--- src/rtl/hazard_scoreboard_if.sv ---
`default_nettype none
// ============================================================================
// Module      : hazard_scoreboard_if
// Description : Decode-stage request and stall/issue response bundle for the
//               hazard scoreboard.
// Revision    : 1.0 - initial release
// ============================================================================
interface hazard_scoreboard_if #(
  parameter int DEPTH = 3,
  parameter int CNT_W = 16
);
  logic             id_valid;
  logic             id_rs_used;
  logic [2:0]       id_rs_sel;
  logic             id_rt_used;
  logic [2:0]       id_rt_sel;
  logic             id_wr_en;
  logic [2:0]       id_wr_sel;
  logic             pipe_stall;
  logic             flush;
  logic             stall;
  logic             issue;
  logic             bubble;
  logic [DEPTH-1:0] slot_valid;
  logic [CNT_W-1:0] stall_count;

  modport master (
    output id_valid, id_rs_used, id_rs_sel, id_rt_used, id_rt_sel,
    output id_wr_en, id_wr_sel, pipe_stall, flush,
    input  stall, issue, bubble, slot_valid, stall_count
  );

  modport slave (
    input  id_valid, id_rs_used, id_rs_sel, id_rt_used, id_rt_sel,
    input  id_wr_en, id_wr_sel, pipe_stall, flush,
    output stall, issue, bubble, slot_valid, stall_count
  );
endinterface
`default_nettype wire

--- src/rtl/hazard_scoreboard.sv ---
`default_nettype none
// ============================================================================
// Module      : hazard_scoreboard
// Description : Decode-stage stall/issue controller tracking in-flight writers.
// Revision    : 1.0 - initial release
// ============================================================================
module hazard_scoreboard #(
  parameter int DEPTH     = 3,
  parameter int BYPASS_WB = 1,
  parameter int CNT_W     = 16
) (
  input  wire logic          clk,
  input  wire logic          rst,
  hazard_scoreboard_if.slave sb
);

  localparam int NCMP = DEPTH - BYPASS_WB;

  logic [DEPTH-1:0] r_v;
  logic [2:0]       r_reg [DEPTH];
  logic [CNT_W-1:0] r_cnt;

  logic w_hit_rs;
  logic w_hit_rt;
  logic w_hazard;

  always_comb begin
    w_hit_rs = 1'b0;
    w_hit_rt = 1'b0;
    for (int i = 0; i < NCMP; i++) begin
      w_hit_rs = w_hit_rs | (r_v[i] & (r_reg[i] == sb.id_rs_sel));
      w_hit_rt = w_hit_rt | (r_v[i] & (r_reg[i] == sb.id_rt_sel));
    end
    w_hazard = sb.id_valid & ((sb.id_rs_used & w_hit_rs) | (sb.id_rt_used & w_hit_rt));
  end

  // Bubble is suppressed while reset is held so ID/EX is not loaded from a flush.
  always_comb begin
    sb.stall  = 1'b0;
    sb.issue  = 1'b0;
    sb.bubble = 1'b0;
    if (sb.pipe_stall) begin
      sb.stall = 1'b1;
    end else if (sb.flush) begin
      sb.bubble = ~rst;
    end else if (w_hazard) begin
      sb.stall  = 1'b1;
      sb.bubble = ~rst;
    end else begin
      sb.issue = sb.id_valid;
    end
  end

  always_ff @(posedge clk or posedge rst) begin
    if (rst) begin
      r_v   <= '0;
      r_cnt <= '0;
      for (int i = 0; i < DEPTH; i++) begin
        r_reg[i] <= 3'd0;
      end
    end else if (!sb.pipe_stall) begin
      r_v[0]   <= ~sb.flush & ~w_hazard & sb.id_valid & sb.id_wr_en;
      r_reg[0] <= sb.id_wr_sel;
      // A flush drops the entry leaving EX instead of advancing it to MEM.
      for (int i = 1; i < DEPTH; i++) begin
        r_v[i]   <= (sb.flush && (i == 1)) ? 1'b0 : r_v[i-1];
        r_reg[i] <= r_reg[i-1];
      end
      if (w_hazard && !sb.flush && (r_cnt != {CNT_W{1'b1}})) begin
        r_cnt <= r_cnt + 1'b1;
      end
    end
  end

  assign sb.slot_valid  = r_v;
  assign sb.stall_count = r_cnt;

endmodule
`default_nettype wire

--- src/flat_wrapper.sv ---
// flat-port wrapper written by rule: the top's interface ports become plain ports
module hazard_scoreboard_flat 
#(
  parameter int DEPTH     = 3,
  parameter int BYPASS_WB = 1,
  parameter int CNT_W     = 16
)
  (clk, rst, sb_id_valid, sb_id_rs_used, sb_id_rs_sel, sb_id_rt_used, sb_id_rt_sel, sb_id_wr_en, sb_id_wr_sel, sb_pipe_stall, sb_flush, sb_stall, sb_issue, sb_bubble, sb_slot_valid, sb_stall_count);
  hazard_scoreboard_if #(.DEPTH(DEPTH), .CNT_W(CNT_W)) sb_i ();
  input  wire logic clk;
  input  wire logic rst;
  input wire logic [$bits(sb_i.id_valid)-1:0] sb_id_valid;
  input wire logic [$bits(sb_i.id_rs_used)-1:0] sb_id_rs_used;
  input wire logic [$bits(sb_i.id_rs_sel)-1:0] sb_id_rs_sel;
  input wire logic [$bits(sb_i.id_rt_used)-1:0] sb_id_rt_used;
  input wire logic [$bits(sb_i.id_rt_sel)-1:0] sb_id_rt_sel;
  input wire logic [$bits(sb_i.id_wr_en)-1:0] sb_id_wr_en;
  input wire logic [$bits(sb_i.id_wr_sel)-1:0] sb_id_wr_sel;
  input wire logic [$bits(sb_i.pipe_stall)-1:0] sb_pipe_stall;
  input wire logic [$bits(sb_i.flush)-1:0] sb_flush;
  output wire logic [$bits(sb_i.stall)-1:0] sb_stall;
  output wire logic [$bits(sb_i.issue)-1:0] sb_issue;
  output wire logic [$bits(sb_i.bubble)-1:0] sb_bubble;
  output wire logic [$bits(sb_i.slot_valid)-1:0] sb_slot_valid;
  output wire logic [$bits(sb_i.stall_count)-1:0] sb_stall_count;
  assign sb_i.id_valid = sb_id_valid;
  assign sb_i.id_rs_used = sb_id_rs_used;
  assign sb_i.id_rs_sel = sb_id_rs_sel;
  assign sb_i.id_rt_used = sb_id_rt_used;
  assign sb_i.id_rt_sel = sb_id_rt_sel;
  assign sb_i.id_wr_en = sb_id_wr_en;
  assign sb_i.id_wr_sel = sb_id_wr_sel;
  assign sb_i.pipe_stall = sb_pipe_stall;
  assign sb_i.flush = sb_flush;
  assign sb_stall = sb_i.stall;
  assign sb_issue = sb_i.issue;
  assign sb_bubble = sb_i.bubble;
  assign sb_slot_valid = sb_i.slot_valid;
  assign sb_stall_count = sb_i.stall_count;
  hazard_scoreboard #(.DEPTH(DEPTH), .BYPASS_WB(BYPASS_WB), .CNT_W(CNT_W)) u_core (.clk(clk), .rst(rst), .sb(sb_i));
endmodule
--- config.mk ---
export PLATFORM = sky130hd
export DESIGN_NAME = hazard_scoreboard_flat
export DESIGN_NICKNAME = d
export VERILOG_FILES = /design/src/rtl/hazard_scoreboard_if.sv /design/src/rtl/hazard_scoreboard.sv /design/src/flat_wrapper.sv
export SDC_FILE = /design/constraint.sdc
export NUM_CORES = 1
export LEC_CHECK = 0
export BUFFER_PORTS_ARGS = -buffer_cell sky130_fd_sc_hd__buf_2
export CAP_MARGIN = 20
export CORE_ASPECT_RATIO = 2
export CORE_MARGIN = 4
export CORE_UTILIZATION = 40
export CTS_BUF_LIST = sky130_fd_sc_hd__clkbuf_8
export CTS_CLUSTER_DIAMETER = 60
export DETAILED_ROUTE_END_ITERATION = 12
export PLACE_DENSITY = 0.67
export SYNTH_ARGS = -nofsm -noshare
export SYNTH_HDL_FRONTEND = slang
export SYNTH_SLANG_ARGS = --single-unit
--- constraint.sdc ---
create_clock -name clk -period 2.3 [get_ports clk]
set_input_delay 0.575 -clock clk [delete_from_list [all_inputs] [get_ports clk]]
set_output_delay 0.575 -clock clk [all_outputs]
set_load 0.05 [all_outputs]
==> flow_metrics.env, run 1 <==
export IMPL_power_leakage_nw=0.883
export IMPL_area_growth_pct=30.8
export IMPL_ant_nets=0
export IMPL_crit_type="flip-flop to primary output"
export IMPL_grt_overflow_total=0
export IMPL_synth_top_cells_by_area="dfrtp_1, xnor2_1, xor2_1, mux2_2, nor3_2"
export IMPL_crit_arrival_ns=1.70
export IMPL_ys_flop_type="dfrtp_1"
export IMPL_clkTransAtPathRegs_ns=0.09
export IMPL_htree_levels=1
export IMPL_grt_pass1_wl_um=4740
export IMPL_antenna_found_initial=0
export IMPL_setup_violations=0
export IMPL_synth_compound_area_frac=0.0448
export IMPL_diodes=0
export IMPL_startpoint_type="flip-flop"
export IMPL_dpl_hpwl_um=2380
export IMPL_fmax_mhz=439
export IMPL_nets=194
export IMPL_ir_drop_mv=0.398
export IMPL_final_area_mm2=0.00172
export IMPL_skew_ns=0.00380
export IMPL_layout_worst_path_cycle_share=0.990
export IMPL_place_area_mm2=0.00161
export IMPL_cts_buffers=3
export IMPL_drt_wl_total_um=2980
export IMPL_drcViolationCount=0
export IMPL_drtIter0Drc=17
export IMPL_netlist_instances=121
export IMPL_reg2reg_from="u_core.sb.stall_count[13]"
export IMPL_syn_area_mm2=0.00131
export IMPL_syn_area_per_cell_um2=10.8
export IMPL_drive_above_1_share=0.434
export IMPL_synth_top_family_by_area="simple AND/OR/NAND/NOR gates"
export IMPL_ys_types=25
export IMPL_yosys_area_top_type="dfrtp_1"
export IMPL_synth_fp_nets=139
export IMPL_pin_count=39
export IMPL_grtUsageTotal=0.137
export IMPL_reg2reg_depth=7
export IMPL_die_height_um=89.0
export IMPL_place_congestion=0.718
export IMPL_wl_per_cell_um=14.4
export IMPL_ys_seq_area_frac=0.477
export IMPL_status="finished clean"
export IMPL_synthMuxAreaShare=0.0686
export IMPL_drv_cap=0
export IMPL_synthAdderAreaFrac=0.00953
export IMPL_cts_max_path_buffers=2
export IMPL_largest_reg_flops=16
export IMPL_cts_tree="yes"
export IMPL_rsz0062_at_grt="yes"
export IMPL_p_per_area_mw_per_mm2=524
export IMPL_synth_edff_count=0
export IMPL_grt_pass1_vias=1099
export IMPL_r2r_end="u_core.sb.stall_count[10]"
export IMPL_crit_required_ns=1.73
export IMPL_synth_seq_cells=25
export IMPL_cp_end_kind="primary output"
export IMPL_cts_sinks=25
export IMPL_synth_xor_area_frac=0.180
export IMPL_firstDrtPassIters=4
export IMPL_coreArea_mm2=0.00316
export IMPL_path_max_fanout=4
export IMPL_yosys_warnings=0
export IMPL_synth_top_area_share=0.477
export IMPL_num_rows=29
export IMPL_start_util=0.416
export IMPL_grt_max_degree=26
export IMPL_total_power_mw=0.899
export IMPL_drv_slew=0
export IMPL_tightest_slew_ns=0.651
export IMPL_die_w_um=48.5
export IMPL_nFillCells=302
export IMPL_ff2ff_setup_slack_ns=0.19
export IMPL_portBuffers=38
export IMPL_synth_most_common_cell="dfrtp_1"
export IMPL_finalHoldViolCount=0
export IMPL_min_delay_path_class="input port to async pin"
export IMPL_max_slew_margin=0.565
export IMPL_synthArstFlopShare=1.00
export IMPL_cts_root_buffer="clkbuf_8"
export IMPL_crit_end="sb_bubble"
export IMPL_dieArea_mm2=0.00432
export IMPL_holdWs_ns=0.352
export IMPL_viasPerCell=5.18
export IMPL_synth_top_cells_by_count="dfrtp_1, xnor2_1, nand2_1, xor2_1, mux2_2"
export IMPL_vias=1068
export IMPL_crit_start="u_core.r_reg[6]"
export IMPL_clk_insertion_delay_late_ns=0.27
export IMPL_fin_crit_ns=2.28
export IMPL_synth_simple_gate_area_frac=0.197
[layer usage]
layer,share of wire,global-route usage,vias up
met5,0,0,-
met4,0.026,0.0588,0
met3,0.038,0.0200,7
met2,0.60,0.279,25
met1,0.33,0.131,509
li1,-,-,527
[per-stage QoR]
stage / instances / TNS (ns) / setup slack [ns] / utilization
floorplan: 121 / -0.0680 / -0.0680 / -
global placement: 198 / 0 / 0.0129 / 0.510
detailed placement: 198 / -0.00882 / -0.00649 / 0.510
CTS: 203 / 0 / 0.00172 / 0.529
global route: 206 / -0.200 / -0.114 / 0.544
finish: 206 / 0 / 0.0230 / 0.544
[what timing repair did]
action                     in CTS  in global routing
pin swaps                       0                  7
buffers inserted                1                  3
gates cloned                    0                  0
setup endpoints to repair       2                  3
resized for setup               3                  6
hold buffers                    0                  0
[logic make-up after synthesis]
group / Yosys count
compound gates: 8
xor+xnor: 27
fa+ha+maj: 1
buf+inv: 6
flops: 25
mux: 8
simple gates: 46
[worst min path at each step]
stage               depth (start not counted)                   endpoint  slack, ns
floorplan                                   1            u_core.r_reg[3]       0.54
finish                                      3            u_core.r_reg[4]       0.35
global route                                3            u_core.r_reg[4]       0.39
detailed placement                          1  u_core.sb.stall_count[15]       0.48
global placement                            1   u_core.sb.stall_count[6]       0.48
CTS                                         3            u_core.r_reg[6]       0.37
[power by group]
| group | internal [mW] | leakage [nW] | switching [mW] | total, mW |
|---|---|---|---|---|
| registers | 0.460 | 0.329 | 0.0257 | 0.486 |
| logic | 0.0727 | 0.527 | 0.0847 | 0.157 |
| clock network | 0.120 | 0.0269 | 0.137 | 0.256 |
[cell usage in the layout (no fill, tap or decap), types with 2 or more instances in the layout]
cell      synthesis  routed
nor4_1            4       3
a221oi_1          2       2
a22o_1            2       2
buf_6             1       3
nor3_1            3       2
nand2_1          12      12
clkbuf_8          0       3
nand3_1           6       6
mux2_2            8       8
buf_2             0      35
xor2_1           12      12
o21ai_0           2       2
nor3_2            5       6
xnor2_1          15      14
nor2_1            5       5
dfrtp_1          25      25
nand4_1           6       6
inv_1             4       5
buf_4             0      14
[worst max-delay path, stage by stage, from the launching register on]
cell     delay (ns)
dfrtp_1        0.43
xnor2_1        0.17
nand4_1        0.15
nand2_1        0.09
a22o_1         0.19
a21oi_1        0.09
nor3_2         0.13
buf_6          0.18
[final cells by class]
cell class,instances,area [um2],share of cell area
multi-input combinational,90,678,0.395
sequential,25,626,0.364
timing repair buffer,52,314,0.183
clock buffer,3,41.3,0.0241
tap,31,38.8,0.0226
inverter,4,15.0,0.00875
clock inverter,1,3.75,0.00219
Power figures use the tool's default switching activity.
==> run 2: changes to the inputs <==
- CTS_BUF_LIST: sky130_fd_sc_hd__clkbuf_8 -> default
- GPL_ROUTABILITY_DRIVEN: default -> 0
==> run 2 against run 1 <==
Routed wire length hardly changed. Non-clock buffer count stayed put. Register-to-register slack hardly changed. Critical path depth stayed put. Sequential power hardly changed. Maximum frequency stayed put. Combinational power hardly changed. Worst hold slack hardly changed. Setup slack stayed put. Critical endpoint unchanged. Total power is 0.45% higher. Critical path type unchanged. Global-route usage stayed put.
==> flow_metrics.env, run 2 (synthesis results as in run 1) <==
export IMPL_dieArea_mm2=0.00432
export IMPL_grt_pass1_vias=1099
export IMPL_largest_reg_flops=16
export IMPL_grt_max_degree=26
export IMPL_dpl_hpwl_um=2380
export IMPL_reg2reg_depth=7
export IMPL_die_w_um=48.5
export IMPL_cts_buffers=3
export IMPL_startpoint_type="flip-flop"
export IMPL_clk_insertion_delay_late_ns=0.27
export IMPL_cts_sinks=25
export IMPL_path_max_fanout=4
export IMPL_drive_above_1_share=0.434
export IMPL_swShare=0.273
export IMPL_area_growth_pct=30.8
export IMPL_instances_no_fill=206
export IMPL_pwr_share_seq=0.538
export IMPL_crit_arrival_ns=1.70
export IMPL_final_common_cell="buf_2"
export IMPL_cts_root_buffer="clkbuf_8"
export IMPL_place_ws_ns=-0.00649
export IMPL_setup_violations=0
export IMPL_nFillCells=302
export IMPL_tightest_slew_ns=0.651
export IMPL_grt_pass1_wl_um=4740
export IMPL_start_util=0.416
export IMPL_firstDrtPassIters=4
export IMPL_wl_per_cell_um=14.4
export IMPL_ir_drop_mv=0.398
export IMPL_mostFrequentLayoutCells="buf_2, dfrtp_1, xnor2_1, buf_4"
export IMPL_coreArea_mm2=0.00316
export IMPL_skew_ns=0.00413
export IMPL_drtIter0Drc=17
export IMPL_clockPowerShare=0.288
export IMPL_die_height_um=89.0
export IMPL_fin_crit_ns=2.28
export IMPL_grtUsageTotal=0.137
export IMPL_drcViolationCount=0
export IMPL_drv_cap=0
export IMPL_crit_start="u_core.r_reg[6]"
export IMPL_fmax_mhz=439
export IMPL_reg2reg_from="u_core.sb.stall_count[13]"
export IMPL_finalHoldViolCount=0
export IMPL_clkTransAtPathRegs_ns=0.09
export IMPL_max_slew_margin=0.565
export IMPL_layout_worst_path_cycle_share=0.990
export IMPL_rsz0062_at_grt="yes"
export IMPL_power_leakage_nw=0.879
export IMPL_setup_slack_ns=0.0230
export IMPL_num_rows=29
export IMPL_status="finished clean"
export IMPL_vias=1068
export IMPL_holdBufCountCts=0
export IMPL_final_area_mm2=0.00172
export IMPL_holdWs_ns=0.352
export IMPL_p_per_area_mw_per_mm2=526
export IMPL_diodes=0
export IMPL_portBuffers=38
export IMPL_cts_tree="yes"
export IMPL_internal_power_mw=0.656
export IMPL_p_sw_mw=0.247
export IMPL_power_frac_comb=0.174
export IMPL_crit_required_ns=1.73
export IMPL_pin_count=39
export IMPL_cts_max_path_buffers=2
export IMPL_cp_end_kind="primary output"
export IMPL_place_area_mm2=0.00161
export IMPL_drt_wl_total_um=2970
export IMPL_dpl_cell_count=198
export IMPL_antenna_found_initial=0
export IMPL_min_delay_path_class="input port to async pin"
export IMPL_drv_slew=0
export IMPL_ant_nets=0
export IMPL_r2r_end="u_core.sb.stall_count[10]"
export IMPL_grt_overflow_total=0
export IMPL_htree_levels=1
export IMPL_crit_end="sb_bubble"
export IMPL_finalCoreUtilization=0.544
export IMPL_crit_type="flip-flop to primary output"
export IMPL_ff2ff_setup_slack_ns=0.19
export IMPL_nets=194
export IMPL_viasPerCell=5.18
-- run 2: per-stage QoR --
step | power (mW) | TNS (ns)
after floorplan | 0.594 | -0.0680
after global placement | 0.639 | 0
after detailed placement | 0.643 | -0.00882
after CTS | 0.903 | 0
after global routing | 0.938 | -0.200
final | 0.903 | 0
-- run 2: cell type report --
cell class,instances,area (um2),share of cell area
well taps,31,38.8,0.0226
inverters,4,15.0,0.00875
clock buffers,4,45.0,0.0262
multi-input cells,90,678,0.395
flip-flops and latches,25,626,0.364
repair buffers,52,314,0.183
-- run 2: layer usage --
metal	vias to the layer above	routed length, um	global-route usage
met1	509	993	0.131
li1	527	-	-
met4	0	78	0.0588
met5	-	0	0
met3	7	112	0.0200
met2	25	1790	0.279
-- run 2: timing repair --
item	in CTS	in global routing
setup endpoints to repair	2	3
pin swaps	0	7
buffers inserted	1	3
hold endpoints to repair	0	0
gates resized for setup	3	6
-- run 2: how the worst min path moves through the flow --
stage	to	slack [ns]	cells past startpoint
2_1_floorplan	u_core.r_reg[3]	0.54	1
3_3_place_gp	u_core.sb.stall_count[6]	0.48	1
3_5_place_dp	u_core.sb.stall_count[15]	0.48	1
4_1_cts	u_core.r_reg[6]	0.37	3
5_1_grt	u_core.r_reg[4]	0.39	3
6_report	u_core.r_reg[4]	0.35	3
-- run 2: power by group through the flow --
stage	clock [mW]	combinational (mW)	sequential, mW
after floorplan	0	0.0784	0.516
after global placement	0	0.145	0.493
after detailed placement	0	0.149	0.494
after CTS	0.264	0.154	0.485
after global routing	0.280	0.170	0.488
final	0.260	0.157	0.486
-- run 2: critical path, stage by stage (launching register included) --
cell,delay [ns]
dfrtp_1,0.43
xnor2_1,0.17
nand4_1,0.15
nand2_1,0.09
a22o_1,0.19
a21oi_1,0.09
nor3_2,0.13
buf_6,0.18
